### src/rtl/avalon_bus_arbiter.sv
// avalon_bus_arbiter: shares the CPU's single Avalon-MM master port between fetch (port 0) and load/store (port 1).
// Latency: command on the bus one edge after req is sampled, done pulse on the edge waitrequest is low, 3 cycles minimum.
// Backpressure: the latched command is held stable while waitrequest is high; the non-owner waits in IDLE.
// Build option ARB_ROUND_ROBIN_EN: simultaneous requesters alternate instead of port 1 always winning.
module avalon_bus_arbiter #(
    parameter  int ADDR_W = 32,
    parameter  int DATA_W = 32,
    localparam int BE_W   = DATA_W / 8
) (
    input  logic              clk,
    input  logic              reset,
    input  logic              p0_req,
    input  logic              p0_write,
    input  logic [ADDR_W-1:0] p0_address,
    input  logic [DATA_W-1:0] p0_writedata,
    input  logic [BE_W-1:0]   p0_byteenable,
    output logic              p0_done,
    output logic [DATA_W-1:0] p0_readdata,
    input  logic              p1_req,
    input  logic              p1_write,
    input  logic [ADDR_W-1:0] p1_address,
    input  logic [DATA_W-1:0] p1_writedata,
    input  logic [BE_W-1:0]   p1_byteenable,
    output logic              p1_done,
    output logic [DATA_W-1:0] p1_readdata,
    output logic [ADDR_W-1:0] address,
    output logic              read,
    output logic              write,
    output logic [DATA_W-1:0] writedata,
    output logic [BE_W-1:0]   byteenable,
    input  logic              waitrequest,
    input  logic [DATA_W-1:0] readdata,
    output logic              owner,
    output logic              busy
);

    localparam logic [1:0] IDLE = 2'd0;
    localparam logic [1:0] BUS  = 2'd1;
    localparam logic [1:0] RESP = 2'd2;

    logic [1:0]        state_q, state_d;
    logic [ADDR_W-1:0] address_q, address_d;
    logic              read_q, read_d;
    logic              write_q, write_d;
    logic [DATA_W-1:0] writedata_q, writedata_d;
    logic [BE_W-1:0]   byteenable_q, byteenable_d;
    logic              owner_q, owner_d;
    logic              p0_done_q, p0_done_d;
    logic              p1_done_q, p1_done_d;
    logic [DATA_W-1:0] p0_readdata_q, p0_readdata_d;
    logic [DATA_W-1:0] p1_readdata_q, p1_readdata_d;
    logic              grant;
    logic              sel_write;
`ifdef ARB_ROUND_ROBIN_EN
    // 1 = port 0 preferred on a tie. Reset 0 keeps port 1 first; after a
    // completion it takes the owner's value, which prefers the other port.
    logic              rr_ptr_q, rr_ptr_d;
`endif

    // Pick the winning port from the current requests.
    always_comb begin
`ifdef ARB_ROUND_ROBIN_EN
        if (p0_req && p1_req) begin
            grant = ~rr_ptr_q;
        end else begin
            grant = p1_req;
        end
`else
        grant = p1_req;
`endif
        sel_write = grant ? p1_write : p0_write;
    end

    // Next-state and datapath: latch the winner, hold until waitrequest drops, pulse done.
    always_comb begin
        state_d       = state_q;
        address_d     = address_q;
        read_d        = read_q;
        write_d       = write_q;
        writedata_d   = writedata_q;
        byteenable_d  = byteenable_q;
        owner_d       = owner_q;
        p0_done_d     = 1'b0;
        p1_done_d     = 1'b0;
        p0_readdata_d = p0_readdata_q;
        p1_readdata_d = p1_readdata_q;
`ifdef ARB_ROUND_ROBIN_EN
        rr_ptr_d      = rr_ptr_q;
`endif
        case (state_q)
            IDLE: begin
                read_d       = 1'b0;
                write_d      = 1'b0;
                address_d    = '0;
                writedata_d  = '0;
                byteenable_d = '0;
                if (p0_req || p1_req) begin
                    owner_d      = grant;
                    address_d    = grant ? p1_address    : p0_address;
                    writedata_d  = grant ? p1_writedata  : p0_writedata;
                    byteenable_d = grant ? p1_byteenable : p0_byteenable;
                    write_d      = sel_write;
                    read_d       = ~sel_write;
                    state_d      = BUS;
                end
            end
            BUS: begin
                if (!waitrequest) begin
                    if (read_q) begin
                        if (owner_q) begin
                            p1_readdata_d = readdata;
                        end else begin
                            p0_readdata_d = readdata;
                        end
                    end
                    p0_done_d    = ~owner_q;
                    p1_done_d    = owner_q;
                    read_d       = 1'b0;
                    write_d      = 1'b0;
                    address_d    = '0;
                    writedata_d  = '0;
                    byteenable_d = '0;
`ifdef ARB_ROUND_ROBIN_EN
                    rr_ptr_d     = owner_q;
`endif
                    state_d      = RESP;
                end
            end
            RESP: begin
                state_d = IDLE;
            end
            default: begin
                state_d = IDLE;
            end
        endcase
    end

    // State registers; reset aborts any transfer without a done pulse.
    always_ff @(posedge clk or posedge reset) begin
        if (reset) begin
            state_q       <= IDLE;
            address_q     <= '0;
            read_q        <= 1'b0;
            write_q       <= 1'b0;
            writedata_q   <= '0;
            byteenable_q  <= '0;
            owner_q       <= 1'b0;
            p0_done_q     <= 1'b0;
            p1_done_q     <= 1'b0;
            p0_readdata_q <= '0;
            p1_readdata_q <= '0;
`ifdef ARB_ROUND_ROBIN_EN
            rr_ptr_q      <= 1'b0;
`endif
        end else begin
            state_q       <= state_d;
            address_q     <= address_d;
            read_q        <= read_d;
            write_q       <= write_d;
            writedata_q   <= writedata_d;
            byteenable_q  <= byteenable_d;
            owner_q       <= owner_d;
            p0_done_q     <= p0_done_d;
            p1_done_q     <= p1_done_d;
            p0_readdata_q <= p0_readdata_d;
            p1_readdata_q <= p1_readdata_d;
`ifdef ARB_ROUND_ROBIN_EN
            rr_ptr_q      <= rr_ptr_d;
`endif
        end
    end

    assign address     = address_q;
    assign read        = read_q;
    assign write       = write_q;
    assign writedata   = writedata_q;
    assign byteenable  = byteenable_q;
    assign owner       = owner_q;
    assign p0_done     = p0_done_q;
    assign p1_done     = p1_done_q;
    assign p0_readdata = p0_readdata_q;
    assign p1_readdata = p1_readdata_q;
    assign busy        = (state_q == BUS) || (state_q == RESP);

endmodule

### config.mk
export PLATFORM = sky130hd
export DESIGN_NAME = avalon_bus_arbiter
export DESIGN_NICKNAME = d
export VERILOG_FILES = /design/src/rtl/avalon_bus_arbiter.sv
export SDC_FILE = /design/constraint.sdc
export NUM_CORES = 1
export LEC_CHECK = 0
export ABC_AREA = 1
export ABC_CLOCK_PERIOD_IN_PS = 7000
export BUFFER_PORTS_ARGS = -buffer_cell sky130_fd_sc_hd__clkbuf_2
export CAP_MARGIN = 25
export CORE_ASPECT_RATIO = 1.75
export CORE_MARGIN = 8
export CORE_UTILIZATION = 50
export DETAILED_ROUTE_END_ITERATION = 6
export PLACE_DENSITY = 0.92
export SLEW_MARGIN = 5
export SYNTH_ARGS = -nofsm -noshare
export SYNTH_HDL_FRONTEND = slang
export SYNTH_SLANG_ARGS = --single-unit
### constraint.sdc
create_clock -name clk -period 7 [get_ports clk]
set_clock_uncertainty 0.1 [all_clocks]
set_input_delay 0.7 -clock clk [delete_from_list [all_inputs] [get_ports clk]]
set_output_delay 0.7 -clock clk [all_outputs]
set_load 0.02 [all_outputs]
-- Word-level counts from Yosys, hierarchy flattened
Index checks and enable logic that the tools add are counted.
- bits in registers: 139
- logic and storage cells: 51
- input port bits: 175
- equal/unequal tests: 4
- reduce and logical (&&, ||, !) cells: 9
- bitwise logic cells: 3
- muxes and demuxes: 24
- operators by type and width (kind ; number):
    2-to-1 mux 32 bit ; 5
    one-hot mux 32 bit (2 select lines) ; 2
    2-to-1 mux 4 bit ; 3
    2-to-1 mux 1 bit ; 8
    one-hot mux 4 bit (2 select lines) ; 1
    AND reduction 4 bit ; 2
    AND reduction 2 bit ; 3
    2-to-1 mux 2 bit ; 2
    inequality test 2 bit, second input constant ; 2
    one-hot mux 1 bit (2 select lines) ; 2
    one-hot mux 2 bit (2 select lines) ; 1
    NOT 1 bit ; 3
    == test 2 x 1 -> 1 bit, second input constant ; 1
    == test 2 bit, second input constant ; 1
    logical NOT 2 bit ; 1
    logical OR 1 bit ; 2
    nonzero test 2 bit ; 1

-- Depth between registers and ports, before layout
- depth in word-level cells: 4
- mapped depth: 9

-- Worst setup path after synthesis
Ideal clock, no wire load.
- kind: input to register
- start: in p1_req
- end: reg address_q[28], in the netlist address[28]
- path slack: 5380 ps
- library setup time: 117 ps
- arrival: 1403 ps
- cell stages on the path: 7
- path through: buf_4 > nor2_4 > nor2_4 > buf_6 > buf_4 > nand3_1 > nand2_1
- cells in the longest elaborated chain, start to end: 3
- ends and longest elaborated chain (item ; line ; RTL):
    start, declared ; 19 ; input logic p1_req,
    2-to-1 mux 32 bit or logical OR 1 bit (tied branches) ; 99, 97 ;
    2-to-1 mux 32 bit * ; 97 ; if (p0_req || p1_req) begin
    one-hot mux 32 bit (2 select lines) * ; 90 ; case (state_q)
    end signal, assigned ; 157 ; address_q <= address_d;
    end, declared ; 42 ; logic [ADDR_W-1:0] address_q, address_d;
Mark *: on every way between the ends. The rest lies on a longest branch, timed or not.
A chain may end at the register's enable or synchronous reset.

-- Worst setup path after layout
- start: reg state_q[1]
- end: reg writedata_q[13], in the netlist writedata[13]
- cells in the longest elaborated chain, start to end: 3
- ends and longest elaborated chain (item ; line ; RTL):
    start, declared ; 41 ; logic [1:0] state_q, state_d;
    start signal, assigned ; 156 ; state_q <= state_d;
    == test 2 x 1 -> 1 bit or logical NOT 2 bit (tied branches) ; 90 ;
    inequality test 2 bit (no line) or nonzero test 2 bit (tied branches) ; - ;
    AND reduction 2 bit (no line) ; - ;
    end signal, assigned ; 160 ; writedata_q <= writedata_d;
    end, declared ; 45 ; logic [DATA_W-1:0] writedata_q, writedata_d;
Parallel ways exist; a longest one is shown, timed or not.

==> flow_metrics.tcl <==
set metrics [dict create \
    min_period_ps 2690 \
    max_freq_ghz 0.372 \
    gp_congestion 0.894 \
    ys_warn_count 0 \
    die_area_mm2 0.0167 \
    die_x_um 101 \
    clk_path_buf_depth 2 \
    status "finished clean" \
    pre_cts_slack_ps 4280 \
    rows 54 \
    vias 6238 \
    layout_setup_ws_ps 4310 \
    io_pins 313 \
    drt_iter0_markers 228 \
    worstRegToRegCells 9 \
    synthTopCellsByCount "425 x nand2_1, 139 x dfrtp_1, 71 x nand3_1" \
    power.density_mw_per_mm2 454 \
    yosys.area.top_type "dfrtp_1" \
    syn_area_per_cell_um2 7.85 \
    ctsHoldBuffers 0 \
    hold_class "input pin to async pin" \
    synth_nets 988 \
    path_clk_slew_ps 60 \
    route.detailed.drc 0 \
    initial_core_util_pct 51.1 \
    core-area_mm2 0.0124 \
    rsz0062_at_grt "false" \
    area_growth_pct 34.7 \
    seq_area_mm2 0.00348 \
    cp.arrival_ps 2870 \
    tns_ps 0 \
    synthTopCellsByArea "dfrtp_1 55%, nand2_1 25%, nand3_1 5.6%, o21ai_1 2.7%, buf_2 2.4%" \
    clock_latency_ps 420 \
    syn_inst 809 \
    ctsResizeCount 0 \
    netlist_area_mm2 0.00635 \
    drive_gt1_share_pct 33.6 \
    via_per_inst 4.87 \
    synth_top_area_share_pct 54.7 \
    ys_ff_latch 139 \
    synth_ff_type "dfrtp_1" \
    synth_edf_count 0 \
    grt_max_degree 73 \
    required_ps 7180 \
    grt_pass1_wl_mm 31.0 \
    maxSlewHeadroom_pct 41.3 \
    ant_nets 0 \
    tightestPinTransition_ps 881 \
    p_leak_uw 0.00524 \
    cts_setup_buffers 0 \
    cts_buffers 17 \
    power_uw 3880 \
    overflow 0 \
    htreeDepth 4 \
    setup_violations 0 \
    final.period_utilization_pct 38.4 \
    dp_hpwl_mm 15.0 \
    async_flop_share_pct 100 \
    avgRoutedWirePerCell_um 15.6 \
    grt_usage_pct 23.9 \
    fillCellCount 1042 \
    slew_violations 0 \
    wirelength_mm 20.0 \
    multi_input_area_mm2 0.00243 \
    worstSetupPathType "register to register" \
    drt_first_pass_iters 4 \
    ys_types 17 \
    vdd_drop_max_mv 0.232 \
    cts_tree "done" \
    die_h_um 165 \
    cts_root_buf "clkbuf_16" \
    worstSetupStartpointType "register" \
    seq_area_frac_synth_pct 54.7 \
    diodes 0 \
    grt_antenna_before_repair 0 \
    clock_sinks 139 \
    end_kind "register" \
    maxCapViolations 0 \
    crit_fanout 70 \
    grt_pass1_vias 6305 \
    hold_violations 0 \
    synth.most_common_cell "nand2_1" \
    port-buffer-count 312 \
    nNetsFinal 1279 \
]
==> worst max-delay path: stages (launching register included) <==
cell and delay [ps]:
dfrtp_1 370, inv_1 120, ha_1 250, nand2_1 140, nand2_2 70, buf_4 550, inv_2 460, buf_12 300
nand2_1 70, nand2_1 60
==> cell usage in the layout, fill, tap and decap left out <==
cell type / Yosys / layout
buf_12: 0 / 3
buf_4: 8 / 5
bufinv_16: 0 / 2
clkbuf_16: 0 / 17
clkbuf_2: 0 / 312
clkbuf_8: 0 / 1
clkinv_2: 0 / 1
clkinv_4: 0 / 3
clkinvlp_4: 0 / 3
dfrtp_1: 139 / 139
ha_1: 4 / 4
inv_1: 41 / 40
inv_2: 5 / 5
inv_6: 0 / 5
inv_8: 0 / 1
nand2_1: 425 / 425
nand2_2: 3 / 3
nand3_1: 71 / 71
nor2_1: 4 / 4
nor2_2: 1 / 1
nor2_4: 2 / 2
o21ai_0: 22 / 22
o21ai_1: 34 / 34
o21ai_2: 10 / 10
==> sequential cells by signal (all words and copies together), names as in the netlist <==
name and count:
writedata 32, state_q 2, byteenable 4, p1_readdata 32
write 1, address 32, p1_done 1, p0_readdata 32
p0_done 1, read 1, owner 1
==> kinds of logic (layout without fill, tap and decap cells) <==
kind of cell | count (synthesis) | after routing | share of synthesized area (%)
simple gates | 506 | 506 | 31.7
flops | 139 | 139 | 54.7
fa+ha+maj | 4 | 4 | 0.788
buf+inv | 94 | 398 | 6.99
compound gates | 66 | 66 | 5.79
==> final cells by class <==
class                   count  share of cell area, %
flip-flops and latches    139                   40.7
repair buffers            320                   19.4
multi-input cells         576                   28.4
clock inverters            14                   1.87
inverters                  46                   2.08
well taps                 168                   2.46
clock buffers              18                   5.13
==> where the power goes <==
part / switching [µW] / total (µW) / leakage [µW] / internal [µW]
sequential: 191 / 1330 / 0.00181 / 1140
combinational: 1150 / 1660 / 0.00314 / 506
clock: 360 / 901 / 0.000286 / 542
total: 1700 / 3880 / 0.00524 / 2180
==> routing by layer <==
layer	wire length [µm]	GRT usage, %
met5	0	0
met4	750	12.6
met3	1240	5.92
met2	10300	40.7
met1	7690	26.9
==> path summary, 6_finish.rpt <==
check	startpoint	slack (ps)	endpoint
setup reg to reg	state_q[1]	4310	writedata[13]
max in group asynchronous	reset	5210	read
setup / recovery	state_q[1]	4310	writedata[13]
hold reg to reg	state_q[1]	380	state_q[1]
min in group clk	state_q[1]	380	state_q[1]
hold / removal	reset	270	writedata[17]
==> through the flow <==
step,utilization [%],hold WS (ps),instance area [µm²],cells
2_1_floorplan,-,342,6350,809
6_report,68.8,268,8560,1281
5_1_grt,68.8,317,8560,1281
4_1_cts,68.7,288,8540,1280
3_3_place_gp,63.5,355,7900,1246
3_5_place_dp,63.8,365,7940,1248
Note: power is estimated with default switching activity, not from simulation.
